[config.mk]
export PLATFORM = sky130hd
export DESIGN_NAME = sw_debounce8
export DESIGN_NICKNAME = d
export VERILOG_FILES = /design/src/rtl/sw_debounce8.sv
export SDC_FILE = /design/constraint.sdc
export NUM_CORES = 1
export LEC_CHECK = 0
export BUFFER_PORTS_ARGS = -buffer_cell sky130_fd_sc_hd__buf_2
export CORE_AREA = 10 10 118 120
export DETAILED_ROUTE_END_ITERATION = 10
export DIE_AREA = 0 0 128 130
export GPL_TIMING_DRIVEN = 0
export PLACE_DENSITY = 0.79
export SETUP_SLACK_MARGIN = 0.15
export SLEW_MARGIN = 20
export SYNTH_ARGS = -nofsm -noshare
export SYNTH_HDL_FRONTEND = slang
export SYNTH_SLANG_ARGS = --single-unit
[constraint.sdc]
create_clock -name clk -period 5.4 [get_ports clk]
set_clock_uncertainty 0.2 [all_clocks]
set_input_delay 0.27 -clock clk [delete_from_list [all_inputs] [get_ports clk]]
set_output_delay 0.27 -clock clk [all_outputs]
set_load 0.01 [all_outputs]
[src/rtl/sw_debounce8.sv]
// Two-flop synchroniser plus per-channel debounce for 8 switches and an enable.
// Outputs are registered. chg pulses for one cycle on any edge where an output flips.
module sw_debounce8 #(
  parameter int DB_CYCLES = 4096,
  parameter int CNT_W     = $clog2(DB_CYCLES + 1)
) (
  input  logic       clk,
  input  logic       rst_n,
  input  logic [7:0] sw_in,
  input  logic       en_in,
  output logic [7:0] sw_out,
  output logic       en_out,
  output logic       chg
);

  localparam int NCH = 9;
  localparam logic [CNT_W-1:0] CNT_MAX = CNT_W'(DB_CYCLES - 1);

  logic [NCH-1:0] raw;
  logic [NCH-1:0] s1_q, s2_q;
  logic [NCH-1:0] out_q, out_d;
  logic [CNT_W-1:0] cnt_q [NCH];
  logic [CNT_W-1:0] cnt_d [NCH];
  logic chg_q, chg_d;

  // Bit 8 carries the enable so all nine channels share one loop.
  assign raw = {en_in, sw_in};

  always_comb begin
    out_d = out_q;
    for (int c = 0; c < NCH; c++) begin
      cnt_d[c] = '0;
      if (s2_q[c] != out_q[c]) begin
        if (cnt_q[c] == CNT_MAX) begin
          out_d[c] = s2_q[c];
        end else begin
          cnt_d[c] = cnt_q[c] + CNT_W'(1);
        end
      end
    end
    chg_d = |(out_d ^ out_q);
  end

  always_ff @(posedge clk or negedge rst_n) begin
    if (!rst_n) begin
      s1_q  <= '0;
      s2_q  <= '0;
      out_q <= '0;
      chg_q <= 1'b0;
      for (int c = 0; c < NCH; c++) begin
        cnt_q[c] <= '0;
      end
    end else begin
      s1_q  <= raw;
      s2_q  <= s1_q;
      out_q <= out_d;
      chg_q <= chg_d;
      for (int c = 0; c < NCH; c++) begin
        cnt_q[c] <= cnt_d[c];
      end
    end
  end

  assign sw_out = out_q[7:0];
  assign en_out = out_q[8];
  assign chg    = chg_q;

endmodule

==> results.sh, run 1 <==
export IMPL_status="finished, final reports clean"
export IMPL_synth_fp_nets=596
export IMPL_gp_congestion=0.793
export IMPL_numCtsBuffers=17
export IMPL_drt_initial_drc_count=205
export IMPL_worst_pin_slew_ns=0.729
export IMPL_cap_violations=0
export IMPL_fin_setup_tns_ns=0
export IMPL_routed_wirelength_mm=11.0
export IMPL_cp_max_fo=10
export IMPL_cts_sinks=145
export IMPL_netlist_instances=576
export IMPL_fmax_mhz=427
export IMPL_htreeDepth=4
export IMPL_hold_class="register to register"
export IMPL_drt_first_pass_iters=5
export IMPL_drive_gt1_frac=0.135
export IMPL_met2_usage=0.240
export IMPL_ys_warnings_count=0
export IMPL_grt_max_degree=80
export IMPL_wl_per_cell_um=14.1
export IMPL_holdWs_ns=0.149
export IMPL_power_density_nw_per_um2=344
export IMPL_drtAntennaViolNets=0
export IMPL_grt_pass1_wl_mm=19.6
export IMPL_place_area_um2=6610
export IMPL_grt_ovfl_total=0
export IMPL_end_kind="register"
export IMPL_period_needed_ns=2.34
export IMPL_cts_path_max_buffers=2
export IMPL_max_stage_delay_ns=0.70
export IMPL_initial_core_util=0.537
export IMPL_clk_pin_slew_ns=0.06
export IMPL_path_cells="ha_1 > nand3_1 > nor4_1 > inv_1 > nand2_1 > buf_4 > nor2_1"
export IMPL_leakagePower_nw=3.33
export IMPL_critPathArrivalTime_ns=2.44
export IMPL_required_ns=5.50
export IMPL_via_per_inst=5.26
export IMPL_rsz0062_at_grt="false"
export IMPL_rows=40
export IMPL_setup_viol=0
export IMPL_fin_area_um2=7380
export IMPL_yosysTopAreaCell="dfrtp_1"
export IMPL_ys_seq_area_frac=0.577
export IMPL_slew_viol_final=0
export IMPL_path_delay_family="simple AND/OR/NAND/NOR gates"
export IMPL_area_growth_pct=17.4
export IMPL_clock_latency_ns=0.42
export IMPL_synth_top_area_frac=0.577
export IMPL_criticalPathCategory="register to register"
export IMPL_relSlewSlack=0.509
export IMPL_synth_area_top_cells="dfrtp_1, nor2_1, xor2_1"
export IMPL_core_um2=11700
export IMPL_hold_violations=0
export IMPL_total_power_w=0.00254
export IMPL_nNetsFinal=646
export IMPL_grtUsageMet3=0.0531
export IMPL_ios=21
export IMPL_grt_pass1_vias=4365
export IMPL_ys_seq_elements=145
export IMPL_num_vias=4127
export IMPL_die_y_um=130
export IMPL_die_x_um=128
export IMPL_synth_cell_types=38
export IMPL_drc=0
export IMPL_vdd_drop_max_v=0.000316
export IMPL_use_met1=0.169
export IMPL_diodes=0
export IMPL_cts_tree="built"
export IMPL_period_share=0.433
export IMPL_grt_total_usage=0.145
export IMPL_cts_root_buf="clkbuf_16"
export IMPL_gr_max_usage_layer="met2"
export IMPL_netlist_area_um2=6280
export IMPL_crit_buf_inv=2
export IMPL_die_area_um2=16600
export IMPL_dp_final_hpwl_mm=7.41
export IMPL_setup_worst_path_start_class="register"
export IMPL_antenna_found_initial=0
export IMPL_slowest_stage="nor4_1"
export IMPL_portBuffers=20
export IMPL_syn_avg_cell_area_um2=10.9
[cells in the final DEF (no fill, tap or decap), types with 6 or more instances in the layout]
cell           Yosys  final
and3_1             6      6
buf_2              1     20
buf_4              7      7
bufinv_16          0      6
clkbuf_16          0     17
dfrtp_1          145    145
dlygate4sd3_1      0     10
ha_1               9      9
inv_1             16     16
mux2_2             9      9
nand2_1           32     32
nand3_1           40     40
nand4_1           22     22
nor2_1           129    129
xnor2_1           46     46
xor2_1            50     50
[cells in the mapped netlist]
cell type and instances:
a22o_1 1, nor3_2 5, and3_1 6, dfrtp_1 145
nand2b_1 5, or3_4 2, nand2_1 32, buf_2 1
nand3_1 40, nor3_1 4, a21oi_1 4, xnor2_1 46
xor2_1 50, nor2b_1 1, ha_1 9, or3_1 5
a221oi_1 1, o21ai_0 5, o211a_1 5, a22oi_1 1
o311a_1 4, buf_4 7, buf_6 1, mux2_2 9
or2_2 3, nand3_2 1, a21boi_0 1, o41ai_2 1
a222oi_1 1, or2_1 4, nor4_1 4, nand4_2 2
and4_1 1, inv_1 16, nor2_1 129, nor3_4 1
nand4_1 22, and3_2 1
[metrics by stage]
| stage | cells | utilization | setup WS, ns |
|---|---|---|---|
| 2_1_floorplan | 576 | - | 3.47 |
| 3_3_place_gp | 743 | 0.561 | 1.97 |
| 3_5_place_dp | 744 | 0.564 | 3.05 |
| 4_1_cts | 785 | 0.630 | 2.99 |
| 5_1_grt | 785 | 0.630 | 2.80 |
| 6_report | 785 | 0.630 | 3.06 |
[timing repair]
item | in CTS | in global routing
gates resized for setup | 0 | 0
endpoints found under the hold margin | 87 | 0
hold buffers | 10 | 0
setup buffers | 0 | 0
[sequential cells by signal, indices dropped and copies added (netlist names)]
register  flops
cnt_q       117
s2_q          9
out_q         9
s1_q          9
chg           1
[kinds of logic (layout without fill, tap and decap cells)]
group                      count (synthesis)  count (layout)  synth area share
and+or+nand+nor                          268             268             0.203
DFF                                      145             145             0.577
xor gates and xnor gates                  96              96             0.134
buffers and inverters                     25              87            0.0205
AOI/OAI and AO/OA                         24              24            0.0309
adders and majority gates                  9               9            0.0179
muxes                                      9               9            0.0161
[worst reg2reg max path, cell delays in order, from the launching register on]
cell,delay [ns]
dfrtp_1,0.39
ha_1,0.20
nand3_1,0.21
nor4_1,0.70
inv_1,0.13
nand2_1,0.13
buf_4,0.18
nor2_1,0.08
[worst paths after layout]
| kind | cells after the start | from | slack, ns | endpoint |
|---|---|---|---|---|
| worst max-delay path | 7 | cnt_q[13]$_DFF_PN0_ | 3.06 | cnt_q[20]$_DFF_PN0_ |
| worst min-delay path | 0 | s1_q[8]$_DFF_PN0_ | 0.15 | s2_q[8]$_DFF_PN0_ |
| worst max register to register | 7 | cnt_q[13]$_DFF_PN0_ | 3.06 | cnt_q[20]$_DFF_PN0_ |
| worst min register to register | 0 | s1_q[8]$_DFF_PN0_ | 0.15 | s2_q[8]$_DFF_PN0_ |
| max in group asynchronous | 3 | rst_n | 4.05 | cnt_q[50]$_DFF_PN0_ |
| min in group asynchronous | 2 | rst_n | 0.23 | cnt_q[103]$_DFF_PN0_ |
[report_power, final]
| group | leakage (nW) | internal (W) | switching (W) |
|---|---|---|---|
| clock | 0.332 | 0.000896 | 0.000425 |
| combinational | 1.03 | 0.0000332 | 0.0000526 |
| sequential | 1.96 | 0.00111 | 0.0000210 |
[area by class of cell]
class                      count  area (um2)
clock buffer                  20         467
inverter                      16        60.1
tap                          147         184
clock inverter                11         208
timing repair buffer          31         238
buffer                         9        68.8
fill                         914        4330
sequential                   145        3630
multi-input combinational    406        2530
[layer usage]
metal,share of wire,up-vias,routed length (um)
met5,0,-,0
met4,0.012,0,138
met3,0.037,13,412
met2,0.50,54,5550
met1,0.45,2035,4950
li1,-,2025,-
No activity file was read; power rests on OpenSTA's default activity.
==> inputs of run 2 (changes only) <==
- ABC_AREA: not set -> 1
- CORE_AREA: 10 10 118 120 -> 10 10 122 124
- DIE_AREA: 0 0 128 130 -> 0 0 132 134
- clock period: 5.4 -> 2.3 ns (I/O delays scaled with it)
==> run 2 against run 1 <==
Via count is 16% higher. Core utilization fell by 0.52 points. Final area rose by 5.6%. Count of clock-buffer cells in the layout rose by 2. First-iteration DRC count increased by 60%. Non-clock buffer count decreased by 8. Sequential power rose by 130%. Area after synthesis increased by 7.0%. Flip-flop and latch count stayed put. Power grew 130%. Combinational power grew to 2.5 times the previous value. Die area grew 6.3%. Critical path type unchanged. Critical endpoint is now chg$_DFF_PN0_. Highest routed layer unchanged.
==> results.sh, run 2 <==
export IMPL_status="finished, final reports clean"
export IMPL_setup_worst_path_start_class="register"
export IMPL_cts_hold_buffers=10
export IMPL_die_y_um=134
export IMPL_htreeDepth=4
export IMPL_rr_startpoint="cnt_q[39]$_DFF_PN0_"
export IMPL_netlist_instances=751
export IMPL_hold_class="input pin to asynchronous set/reset pin"
export IMPL_synth_edf_count=0
export IMPL_cts_sinks=145
export IMPL_period_share=0.793
export IMPL_crit_start="cnt_q[39]$_DFF_PN0_"
export IMPL_drive_gt1_frac=0.137
export IMPL_post_route_util=0.625
export IMPL_antenna_found_initial=0
export IMPL_synthAdderAreaFrac=0.0168
export IMPL_reg2regPathDepth=9
export IMPL_slew_viol_final=0
export IMPL_synthArstFlopShare=1.00
export IMPL_syn_avg_cell_area_um2=8.95
export IMPL_synth_simple_area_share=0.280
export IMPL_synth_cell_types=35
export IMPL_gp_congestion=0.811
export IMPL_netlist_area_um2=6720
export IMPL_criticalPathCategory="register to register"
export IMPL_place_inst=944
export IMPL_vdd_drop_max_v=0.000506
export IMPL_synth_commonest_cells="dfrtp_1, nand2_1, nor2_1"
export IMPL_cap_violations=0
export IMPL_drt_first_pass_iters=4
export IMPL_ctsResizeCount=0
export IMPL_synth_fp_nets=771
export IMPL_fin_setup_tns_ns=0
export IMPL_grt_pass1_wl_mm=20.6
export IMPL_grt_ovfl_total=0
export IMPL_core_um2=12500
export IMPL_area_growth_pct=15.9
export IMPL_holdWs_ns=0.0538
export IMPL_synth_top_area_frac=0.540
export IMPL_leakagePower_nw=3.59
export IMPL_initial_core_util=0.539
export IMPL_nNetsFinal=821
export IMPL_relSlewSlack=0.630
export IMPL_largest_reg_flops=117
export IMPL_ys_seq_elements=145
export IMPL_top_register="cnt_q"
export IMPL_yosys_area_share_xor_xnor=0.0584
export IMPL_rows=41
export IMPL_cp_max_fo=7
export IMPL_portBuffers=20
export IMPL_ys_seq_area_frac=0.540
export IMPL_diodes=0
export IMPL_instances_no_fill=985
export IMPL_routed_wirelength_mm=11.6
export IMPL_total_power_w=0.00572
export IMPL_clock_latency_ns=0.42
export IMPL_clk_pin_slew_ns=0.06
export IMPL_worst_pin_slew_ns=0.555
export IMPL_fillers=999
export IMPL_grt_pass1_vias=4679
export IMPL_post_cts_setup_buffer_count=0
export IMPL_rsz0062_at_grt="false"
export IMPL_fmax_mhz=549
export IMPL_dp_final_hpwl_mm=7.77
export IMPL_via_per_inst=4.88
export IMPL_die_x_um=132
export IMPL_drtAntennaViolNets=0
export IMPL_synth_most_common_cell="dfrtp_1"
export IMPL_num_vias=4802
export IMPL_grt_max_degree=76
export IMPL_required_ns=2.39
export IMPL_synth_compound_area_share=0.0471
export IMPL_end_kind="register"
export IMPL_hold_violations=0
export IMPL_synth_ff_type="dfrtp_1"
export IMPL_final_common_cell="dfrtp_1"
export IMPL_critPathArrivalTime_ns=1.91
export IMPL_drc=0
export IMPL_period_needed_ns=1.82
export IMPL_wl_per_cell_um=11.8
export IMPL_cts_path_max_buffers=2
export IMPL_ios=21
export IMPL_synth_area_top_cells="dfrtp_1, nand2_1, nor2_1"
export IMPL_mostFrequentLayoutCells="dfrtp_1, nand2_1, nor2_1"
export IMPL_cts_root_buf="clkbuf_16"
export IMPL_grt_total_usage=0.140
export IMPL_ys_warnings_count=0
export IMPL_synth_top_family_by_area="simple AND/OR/NAND/NOR gates"
export IMPL_numCtsBuffers=17
export IMPL_drt_initial_drc_count=327
export IMPL_cts_tree="built"
export IMPL_yosysTopAreaCell="dfrtp_1"
export IMPL_die_area_um2=17700
export IMPL_synth_area_mux_share=0
export IMPL_setup_viol=0
export IMPL_power_density_nw_per_um2=734
run 2: cells by family (layout without fill, tap and decap cells):
family | count (synthesis) | count (layout)
XOR/XNOR | 44 | 44
AND/OR/NAND/NOR | 399 | 399
buffers and inverters | 101 | 163
flip-flops | 145 | 145
AO/OA/AOI/OAI | 53 | 53
adder cells (fa/ha/maj) | 9 | 9
run 2: final timing paths:
check                      slack, ns             endpoint
max in group asynchronous       1.13  cnt_q[10]$_DFF_PN0_
min                             0.05  cnt_q[23]$_DFF_PN0_
max reg2reg                     0.48        chg$_DFF_PN0_
min reg2reg                     0.15    s2_q[8]$_DFF_PN0_
max                             0.48        chg$_DFF_PN0_
min in group clk                0.13    s1_q[4]$_DFF_PN0_
run 2: critical path: stages, from the launching register on:
cell,delay (ns)
dfrtp_1,0.45
ha_1,0.25
nand2_1,0.09
nor2_2,0.06
nand2_1,0.15
inv_1,0.09
nand3_1,0.08
nand2_1,0.05
nor2_1,0.15
nand3_1,0.13
run 2: report_power, final:
part / internal, W / switching, W
logic: 0.0000775 / 0.000139
registers: 0.00261 / 0.0000436
clock network: 0.00181 / 0.00104
total: 0.00450 / 0.00122
run 2: metal layers:
layer	track usage	vias to the layer above	wire [um]
met5	0	-	0
met4	0.0575	0	228
met2	0.225	68	5390
li1	-	2495	-
met1	0.172	2216	5520
met3	0.0414	23	431
run 2: cell type report:
| cell class | count | area (um2) | area share |
|---|---|---|---|
| clock buffer | 22 | 484 | 0.0622 |
| tap | 172 | 215 | 0.0276 |
| sequential | 145 | 3630 | 0.466 |
| buffer | 1 | 11.3 | 0.00145 |
| inverter | 100 | 375 | 0.0482 |
| clock inverter | 9 | 130 | 0.0167 |
| multi-input combinational | 505 | 2710 | 0.348 |
| timing repair buffer | 31 | 238 | 0.0305 |
run 2: metrics by stage:
| stage | instance area [um2] | worst slack (ns) |
|---|---|---|
| 2_1_floorplan | 6720 | 0.723 |
| 3_3_place_gp | 7040 | -1.09 |
| 4_1_cts | 7790 | 0.456 |
| 5_1_grt | 7790 | 0.323 |
| 3_5_place_dp | 7080 | 0.468 |
| 6_report | 7790 | 0.477 |
==> inputs of run 3 (changes only) <==
- PLACE_DENSITY: 0.79 -> 0.82
- clock period: 2.3 -> 1.62 ns (I/O delays scaled with it)
==> run 3 against run 2 <==
Power rose by 52%. Non-clock buffer count rose by 82. Critical path depth fell by 2. Sequential share of layout area fell by 9.1 points. Worst hold slack got worse by 0.10 ns. Die area did not move. Largest power group unchanged. Routed wire length rose by 78%. Final cell count rose by 8.5%. Flip-flop and latch count did not move. Count of clock-buffer cells in the layout fell by 3. Final area rose by 25%. The run now ends with negative hold slack, negative setup slack left. Via count rose by 27%. Critical path type unchanged.
==> results.sh, run 3 (synthesized netlist as in run 2, its figures left out) <==
export IMPL_drt_first_pass_iters=5
export IMPL_violations="negative hold slack, negative setup slack"
export IMPL_power_internal_w=0.00661
export IMPL_drtAntennaViolNets=0
export IMPL_hold_class="input pin to asynchronous set/reset pin"
export IMPL_cp_max_fo=5
export IMPL_drc=0
export IMPL_numCtsBuffers=17
export IMPL_period_share=1.06
export IMPL_portBuffers=20
export IMPL_antenna_found_initial=0
export IMPL_end_kind="register"
export IMPL_die_x_um=132
export IMPL_grt_pass1_wl_mm=25.6
export IMPL_power_density_nw_per_um2=891
export IMPL_clock_latency_ns=0.45
export IMPL_num_vias=6109
export IMPL_fin_area_um2=9720
export IMPL_gp_congestion=0.837
export IMPL_hold_violations=50
export IMPL_final_common_cell="dfrtp_1"
export IMPL_routed_wirelength_mm=20.6
export IMPL_drive_gt1_frac=0.419
export IMPL_die_y_um=134
export IMPL_required_ns=1.73
export IMPL_grt_total_usage=0.175
export IMPL_grt_ovfl_total=0
export IMPL_ios=21
export IMPL_wl_per_cell_um=19.3
export IMPL_rsz0062_at_grt="true"
export IMPL_post_route_util=0.780
export IMPL_mostFrequentLayoutCells="dfrtp_1, nand2_1, inv_1"
export IMPL_dp_final_hpwl_mm=8.10
export IMPL_worst_slack_ns=-0.0919
export IMPL_area_growth_pct=44.6
export IMPL_drt_initial_drc_count=626
export IMPL_initial_core_util=0.539
export IMPL_critPathArrivalTime_ns=1.82
export IMPL_worst_pin_slew_ns=0.481
export IMPL_cap_violations=0
export IMPL_fmax_mhz=584
export IMPL_power_frac_clock=0.495
export IMPL_nNetsFinal=904
export IMPL_criticalPathCategory="register to register"
export IMPL_status="complete, but fails checks"
export IMPL_setup_worst_path_start_class="register"
export IMPL_grt_pass1_vias=5640
export IMPL_core_um2=12500
export IMPL_instances_no_fill=1069
export IMPL_clk_pin_slew_ns=0.06
export IMPL_relSlewSlack=0.678
export IMPL_via_per_inst=5.71
export IMPL_die_area_um2=17700
export IMPL_top_register="cnt_q"
export IMPL_comb_power_share=0.069
export IMPL_slew_viol_final=0
export IMPL_cts_sinks=145
export IMPL_cts_path_max_buffers=2
export IMPL_power_switching_w=0.00206
export IMPL_leakagePower_nw=4.35
export IMPL_grt_max_degree=90
export IMPL_holdWs_ns=-0.0506
export IMPL_htreeDepth=4
export IMPL_setup_viol=33
export IMPL_place_area_um2=7180
export IMPL_largest_reg_flops=117
export IMPL_diodes=0
export IMPL_place_inst=944
export IMPL_seqPwrFrac=0.437
export IMPL_cts_root_buf="clkbuf_16"
export IMPL_rows=41
export IMPL_netSwitchingFraction=0.237
export IMPL_cts_tree="built"
export IMPL_period_needed_ns=1.71
export IMPL_vdd_drop_max_v=0.000928
-- run 3: cell count changes in the layout (fill, tap and decap cells not counted), moves of 11 or more --
cell | previous run | this run
buf_6 | 1 | 16
nand3_1 | 44 | 31
nor2_2 | 15 | 26
buf_4 | 0 | 62
nand2_4 | 3 | 20
nor2_1 | 119 | 65
nand2_1 | 138 | 105
nor3_1 | 21 | 6
inv_1 | 98 | 85
nor2_4 | 5 | 48
-- run 3: area by class of cell --
cell class | count | area, um2
clock buffers | 19 | 453
inverters | 100 | 390
repair buffers | 113 | 938
fillers | 610 | 2750
flip-flops and latches | 145 | 3640
clock inverters | 13 | 184
multi-input cells | 506 | 3880
well taps | 172 | 215
plain buffers | 1 | 15.0
-- run 3: path summary, 6_finish.rpt --
path	startpoint	end	slack, ns	depth (start not counted)
max	cnt_q[27]$_DFF_PN0_	cnt_q[37]$_DFF_PN0_	-0.09	7
min	rst_n	cnt_q[28]$_DFF_PN0_	-0.05	2
max reg2reg	cnt_q[27]$_DFF_PN0_	cnt_q[37]$_DFF_PN0_	-0.09	7
min reg2reg	s1_q[7]$_DFF_PN0_	s2_q[7]$_DFF_PN0_	0.15	0
max in group asynchronous	rst_n	cnt_q[34]$_DFF_PN0_	0.32	3
min in group clk	sw_in[2]	s1_q[2]$_DFF_PN0_	0.09	2
-- run 3: power groups by stage --
stage,Combinational (W),Sequential [W],Clock [W]
3_5_place_dp,0.000303,0.00383,0
4_1_cts,0.000432,0.00376,0.00423
6_report,0.000595,0.00378,0.00429
2_1_floorplan,0.000174,0.00381,0
5_1_grt,0.000645,0.00379,0.00446
3_3_place_gp,0.000286,0.00383,0
-- run 3: metrics by stage --
stage,power (W),TNS (ns),hold slack (ns),setup slack [ns]
2_1_floorplan,0.00399,0,-0.415,0.0881
3_3_place_gp,0.00411,-253.43,-0.0106,-1.76
3_5_place_dp,0.00413,-1.21,-0.168,-0.0944
4_1_cts,0.00843,-0.0428,-0.0254,-0.0371
5_1_grt,0.00890,-3.88,-0.00978,-0.171
6_report,0.00866,-1.08,-0.0506,-0.0919
-- run 3: worst max-delay path, stage by stage, from the launching register on --
cell      delay, ns
dfrtp_1        0.46
ha_4           0.19
inv_2          0.04
nor2_4         0.18
nand3_4        0.13
nand2_4        0.12
o21bai_1       0.16
nor2_1         0.09
-- run 3: per-layer routing --
layer	GRT usage	wire length, um	vias up
met2	0.312	10600	327
met3	0.0422	1160	109
li1	-	-	2644
met1	0.195	7830	3029
met4	0.0748	1010	0
met5	0	0	-
-- run 3: what timing repair did --
action | CTS | global route
pin swaps | 64 | 74
hold endpoints to repair | 154 | 3
gates resized for setup | 94 | 190
setup buffers | 43 | 36
hold buffers | 10 | 2
cloned | 1 | 1
setup endpoints to repair | 94 | 108
